<file path="src/rtl/q_serializer.sv">
// Charge-to-pulse-train serializer: one HIGH/LOW pulse per Q_PER_PULSE charge units, then a watchdog-length quiet gap.
// q_serialized is registered (high the cycle after launch); start is edge-detected, ignored while busy; macro Q_SERIALIZER_ROUND_EN adds round-half-up.
module q_serializer #(
  parameter int BUS_WIDTH     = 10,
  parameter int Q_PER_PULSE   = 30,
  parameter int WTD_BUS_WIDTH = 3,
  parameter int HIGH_CYCLES   = 3,
  parameter int LOW_CYCLES    = 3
) (
  input  logic                 clk,
  input  logic                 rst_n,
  input  logic                 start,
  input  logic [BUS_WIDTH-1:0] q_in,
  output logic                 q_serialized,
  output logic                 busy,
  output logic                 done,
  output logic [BUS_WIDTH-1:0] pulse_count,
  output logic [BUS_WIDTH-1:0] residue
);

  typedef enum logic [1:0] {IDLE, HIGH, LOW, GAP} state_t;

  localparam int GAP_CYCLES = 2 ** WTD_BUS_WIDTH;
  localparam int MAX_HL     = (HIGH_CYCLES > LOW_CYCLES) ? HIGH_CYCLES : LOW_CYCLES;
  localparam int MAX_CYC    = (MAX_HL > GAP_CYCLES) ? MAX_HL : GAP_CYCLES;
  localparam int CW         = (MAX_CYC > 1) ? $clog2(MAX_CYC) : 1;

  localparam logic [CW-1:0]        HIGH_LAST = CW'(HIGH_CYCLES - 1);
  localparam logic [CW-1:0]        LOW_LAST  = CW'(LOW_CYCLES - 1);
  localparam logic [CW-1:0]        GAP_LAST  = CW'(GAP_CYCLES - 1);
  localparam logic [BUS_WIDTH-1:0] QPP       = BUS_WIDTH'(Q_PER_PULSE);
`ifdef Q_SERIALIZER_ROUND_EN
  localparam logic [BUS_WIDTH-1:0] HALF      = BUS_WIDTH'((Q_PER_PULSE + 1) / 2);
`endif

  state_t               state_q, state_n;
  logic [CW-1:0]        cnt_q, cnt_n;
  logic [BUS_WIDTH-1:0] rem_q, rem_n, rem_eff;
  logic [BUS_WIDTH-1:0] pc_n, res_n;
  logic                 start_d;
  logic                 launch, decide, done_n;
`ifdef Q_SERIALIZER_ROUND_EN
  logic                 rounded_q, rounded_n;
`endif

  assign launch = start && !start_d && (state_q == IDLE);
  assign busy   = (state_q != IDLE);

  always_comb begin
    state_n = state_q;
    cnt_n   = cnt_q + 1'b1;
    rem_n   = rem_q;
    rem_eff = rem_q;
    pc_n    = pulse_count;
    res_n   = residue;
    done_n  = 1'b0;
    decide  = 1'b0;
`ifdef Q_SERIALIZER_ROUND_EN
    rounded_n = rounded_q;
`endif
    case (state_q)
      IDLE: begin
        cnt_n = '0;
        if (launch) begin
          decide  = 1'b1;
          rem_eff = q_in;
          pc_n    = '0;
`ifdef Q_SERIALIZER_ROUND_EN
          rounded_n = 1'b0;
`endif
        end
      end
      HIGH: if (cnt_q == HIGH_LAST) begin
        state_n = LOW;
        cnt_n   = '0;
      end
      LOW:  if (cnt_q == LOW_LAST) decide = 1'b1;
      GAP:  if (cnt_q == GAP_LAST) begin
        state_n = IDLE;
        cnt_n   = '0;
        done_n  = 1'b1;
      end
      default: state_n = IDLE;
    endcase

    // Subtract-and-pulse step; the else branch is the zero-length TAIL decision.
    if (decide) begin
      cnt_n = '0;
      if (rem_eff >= QPP) begin
        state_n = HIGH;
        rem_n   = rem_eff - QPP;
        pc_n    = pc_n + BUS_WIDTH'(1);
      end else begin
        state_n = GAP;
        rem_n   = rem_eff;
        res_n   = rem_eff;
`ifdef Q_SERIALIZER_ROUND_EN
        if (!rounded_n && rem_eff >= HALF) begin
          state_n   = HIGH;
          pc_n      = pc_n + BUS_WIDTH'(1);
          rounded_n = 1'b1;
        end
`endif
      end
    end
  end

  always_ff @(posedge clk or negedge rst_n) begin
    if (!rst_n) begin
      state_q      <= IDLE;
      cnt_q        <= '0;
      rem_q        <= '0;
      pulse_count  <= '0;
      residue      <= '0;
      start_d      <= 1'b0;
      q_serialized <= 1'b0;
      done         <= 1'b0;
`ifdef Q_SERIALIZER_ROUND_EN
      rounded_q    <= 1'b0;
`endif
    end else begin
      state_q      <= state_n;
      cnt_q        <= cnt_n;
      rem_q        <= rem_n;
      pulse_count  <= pc_n;
      residue      <= res_n;
      start_d      <= start;
      q_serialized <= (state_n == HIGH);
      done         <= done_n;
`ifdef Q_SERIALIZER_ROUND_EN
      rounded_q    <= rounded_n;
`endif
    end
  end

endmodule

</file>
<file path="config.mk">
export PLATFORM = sky130hd
export DESIGN_NAME = q_serializer
export DESIGN_NICKNAME = d
export VERILOG_FILES = /design/src/rtl/q_serializer.sv
export SDC_FILE = /design/constraint.sdc
export NUM_CORES = 1
export LEC_CHECK = 0
export ABC_CLOCK_PERIOD_IN_PS = 2400
export BUFFER_PORTS_ARGS = -buffer_cell sky130_fd_sc_hd__buf_2
export CAP_MARGIN = 20
export CORE_MARGIN = 1
export CORE_UTILIZATION = 45
export DETAILED_ROUTE_END_ITERATION = 16
export PLACE_DENSITY_LB_ADDON = 0.05
export SLEW_MARGIN = 25
export SYNTH_ARGS = -nofsm -noshare
export SYNTH_HDL_FRONTEND = slang
export SYNTH_SLANG_ARGS = --single-unit
</file>
<file path="constraint.sdc">
create_clock -name clk -period 2.4 [get_ports clk]
set_input_delay 0.12 -clock clk [delete_from_list [all_inputs] [get_ports clk]]
set_output_delay 0.12 -clock clk [all_outputs]
set_load 0.01 [all_outputs]
</file>
==> impl_metrics.ini <==
[run_status]
status = finished, violations left
failed_checks = design-rule violations

[final_layout]
area_growth_pct = 24.2
fin_nets = 293
fillers = 410
fin_area_mm2 = 0.00266
final_cells = 327
antenna_cells = 0
drive_above_1_share_pct = 32.7

[sta]
fin_tns_setup_ps = 0
relSlewSlack_pct = 43.1
setup_viol = 0
fin_crit_ps = 2320
fin_crit_sh_pct = 96.6
clock_skew_ps = 5.75
slew_violations = 0
rsz0062_at_grt = true
tightest_slew_ps = 854
hold_ws_ps = 40.4
clock.fmax_mhz = 431
hold_violations = 0

[place]
place_inst = 316
routabilityCongestion = 0.780
place_area_mm2 = 0.00250
port_buffers = 35
hpwlAfterDp_um = 3510

[worst_setup_path]
crit_chain = or4b_4 -> buf_4 -> buf_4 -> and2_1 -> ha_2 -> nand3_1 -> and4bb_2 -> xnor2_1 -> nor2_1
worstSetupPathType = flop to flop
crit_path_top_delay_cell = or4b_4
crit_arrival_ps = 2500
critPathMaxFanout = 8
endpoint_kind = flop
worst_path_most_repeated_cell = buf_4
slowest_delay_ps = 580
cp.required_ps = 2580
startpoint_type = flop

[power]
pwr-share-clk_pct = 16.6
power_mw = 2.53
power.switching_mw = 0.958
p_per_area_mw_per_mm2 = 951
peakVddDrop_v = 0.000474
p_sw_share_pct = 37.9
combPwrFrac_pct = 45.4
p_leak_nw = 1.23
p_seq_share_pct = 38.0
p_int_mw = 1.57

[flow_run]
maxCapViolCount = 0

[synthesis]
synth_area_leaders = dfrtp_1, mux2i_1, nand2_1
synthSimpleGateAreaFrac_pct = 23.5
synth-async-reset-ratio_pct = 100
synth_compound_area_share_pct = 15.9
synth_area_mm2 = 0.00214
synth_xor_area_share_pct = 2.86
synthCells = 217
netlist-cell-type-count = 52
synth_fa_ha_area_share_pct = 2.92
synthMuxAreaShare_pct = 5.26
synth_top_family_by_area = simple AND/OR/NAND/NOR gates
yosysWarnings = 0
synth-edff-count = 0
yosys_register_bits = 38
avgSynthCellArea_um2 = 9.87
ys.flop_type = dfrtp_1
yosysSeqAreaShare_pct = 44.4
yosysTopAreaCellShare_pct = 44.4
synth_nets = 235
synth_largest_area_cell = dfrtp_1

[global_route]
grt-ovfl-total = 0
grt_pass1_wl_um = 8500
grt_max_degree = 39
grt_use_total_pct = 21.5
grt_pass1_vias = 1790
antenna_found_initial = 0

[die]
fp-row-count = 24
initial_utilization_pct = 47.9
core_area_mm2 = 0.00447
die_height_um = 71.0
dieArea_mm2 = 0.00504
ios = 36
die_w_um = 71.0

[clock_tree]
clk_latency_ps = 290
cts_tree = built
cts-buffers-inserted = 5
clockBufferDepth = 2
cts.htree.levels = 2
clock-sinks = 38
path_clk_slew_ps = 80
clockRootBuffer = clkbuf_8

[worst_hold_path]
min_path_type = input port to flop

[route]
ant_nets = 0
wl_um = 4860
post_drt_wl_per_cell_um = 14.9
routed-wl-met2_um = 2380
viasPerCell = 5.58
wl_met3_um = 133
met1_length_um = 2310
vias = 1824
drt_iter0_markers = 119
dr.pass1.iters = 10
highest_layer = met4
drc = 4
==> sequential cells by signal, indices dropped and copies added, names as in the netlist <==
name / count
rem_q: 10
state_q: 2
residue: 10
pulse_count: 10
cnt_q: 3
q_serialized: 1
done: 1
start_d: 1
==> power by group through the flow <==
stage          combinational, mW  clock, mW  sequential [mW]
6_report                    1.15      0.420            0.961
5_1_grt                     1.28      0.458            0.989
4_1_cts                     1.13      0.438            0.958
3_5_place_dp                1.07          0            0.968
3_3_place_gp                1.06          0            0.965
2_1_floorplan              0.619          0             1.01
==> placed cells by master, fill, tap and decap left out, drive strengths merged, types with 3 or more instances in the layout <==
master	n
ha	5
nand3	10
mux2i	9
nor3	5
a31oi	6
and2	4
inv	5
clkbuf	6
buf	59
o21ai	10
nand2	21
o31ai	5
dfrtp	38
nand4	6
or3	3
a41oi	3
nor2b	9
xor2	3
nor2	16
xnor2	4
a21oi	14
==> Yosys cell counts, types with 2 or more instances <==
cell	count
dfrtp_1	38
nand2_1	21
nor2_1	16
a21oi_1	12
o21ai_0	10
mux2i_1	9
nand3_1	9
nor2b_1	9
a31oi_1	6
nand4_1	6
ha_1	5
inv_1	5
nor3_1	5
o31ai_1	5
xnor2_1	4
a41oi_1	3
and2_1	3
buf_6	3
clkbuf_1	3
clkbuf_8	3
xor2_1	3
a211oi_1	2
a21boi_0	2
mux2_2	2
nand2b_1	2
nor4_1	2
or2_2	2
or3_1	2
or4_1	2
==> cell families after synthesis <==
| kind of cell | Yosys count |
|---|---|
| fa+ha+maj | 5 |
| buf+inv | 15 |
| flops | 38 |
| compound gates | 50 |
| simple gates | 91 |
| mux | 11 |
| xor+xnor | 7 |
==> per-stage QoR <==
stage	util, %	worst slack (ps)
after detailed placement	55.8	-39.4
after floorplan	-	88.2
after global routing	59.5	-50.1
after CTS	59.0	7.13
after global placement	55.8	78.4
final	59.5	81.7
==> per-layer routing <==
layer  up-vias  GRT usage [%]
li1        911              -
met1       878           28.1
met2        30           37.4
met3         5           3.85
met4         0           5.11
met5         -              0
==> area by class of cell <==
type / instances / area (um2) / area share, %
multi-input combinational: 164 / 1160 / 43.5
timing repair buffer: 61 / 388 / 14.6
tap: 52 / 65.1 / 2.44
clock inverter: 1 / 7.51 / 0.282
clock buffer: 6 / 72.6 / 2.73
sequential: 38 / 951 / 35.7
inverter: 5 / 18.8 / 0.705
==> worst paths after layout <==
path	startpoint	endpoint	slack, ps	depth (start not counted)
max	start_d	pulse_count[4]	80	9
min	q_in[0]	rem_q[0]	40	3
max reg2reg	start_d	pulse_count[4]	80	9
min reg2reg	cnt_q[0]	cnt_q[0]	470	1
max in group asynchronous	rst_n	rem_q[8]	1390	2
min in group asynchronous	rst_n	residue[4]	490	2
==> worst max-delay path, delay by kind of cell (launching register included) <==
kind                       cells  cell delay, ps
and+or+nand+nor                5            1150
xor gates and xnor gates       1             130
adders and majority gates      1             210
buffers and inverters          2             340
DFF                            1             380
==> timing repair <==
item,4_1_cts,5_1_grt
resized for setup,5,6
endpoints found under the hold margin,39,0
pin swaps,3,2
endpoints found under the setup margin,2,4
buffers inserted,2,0
hold buffers,2,0
No activity file was read; power rests on OpenSTA's default activity.
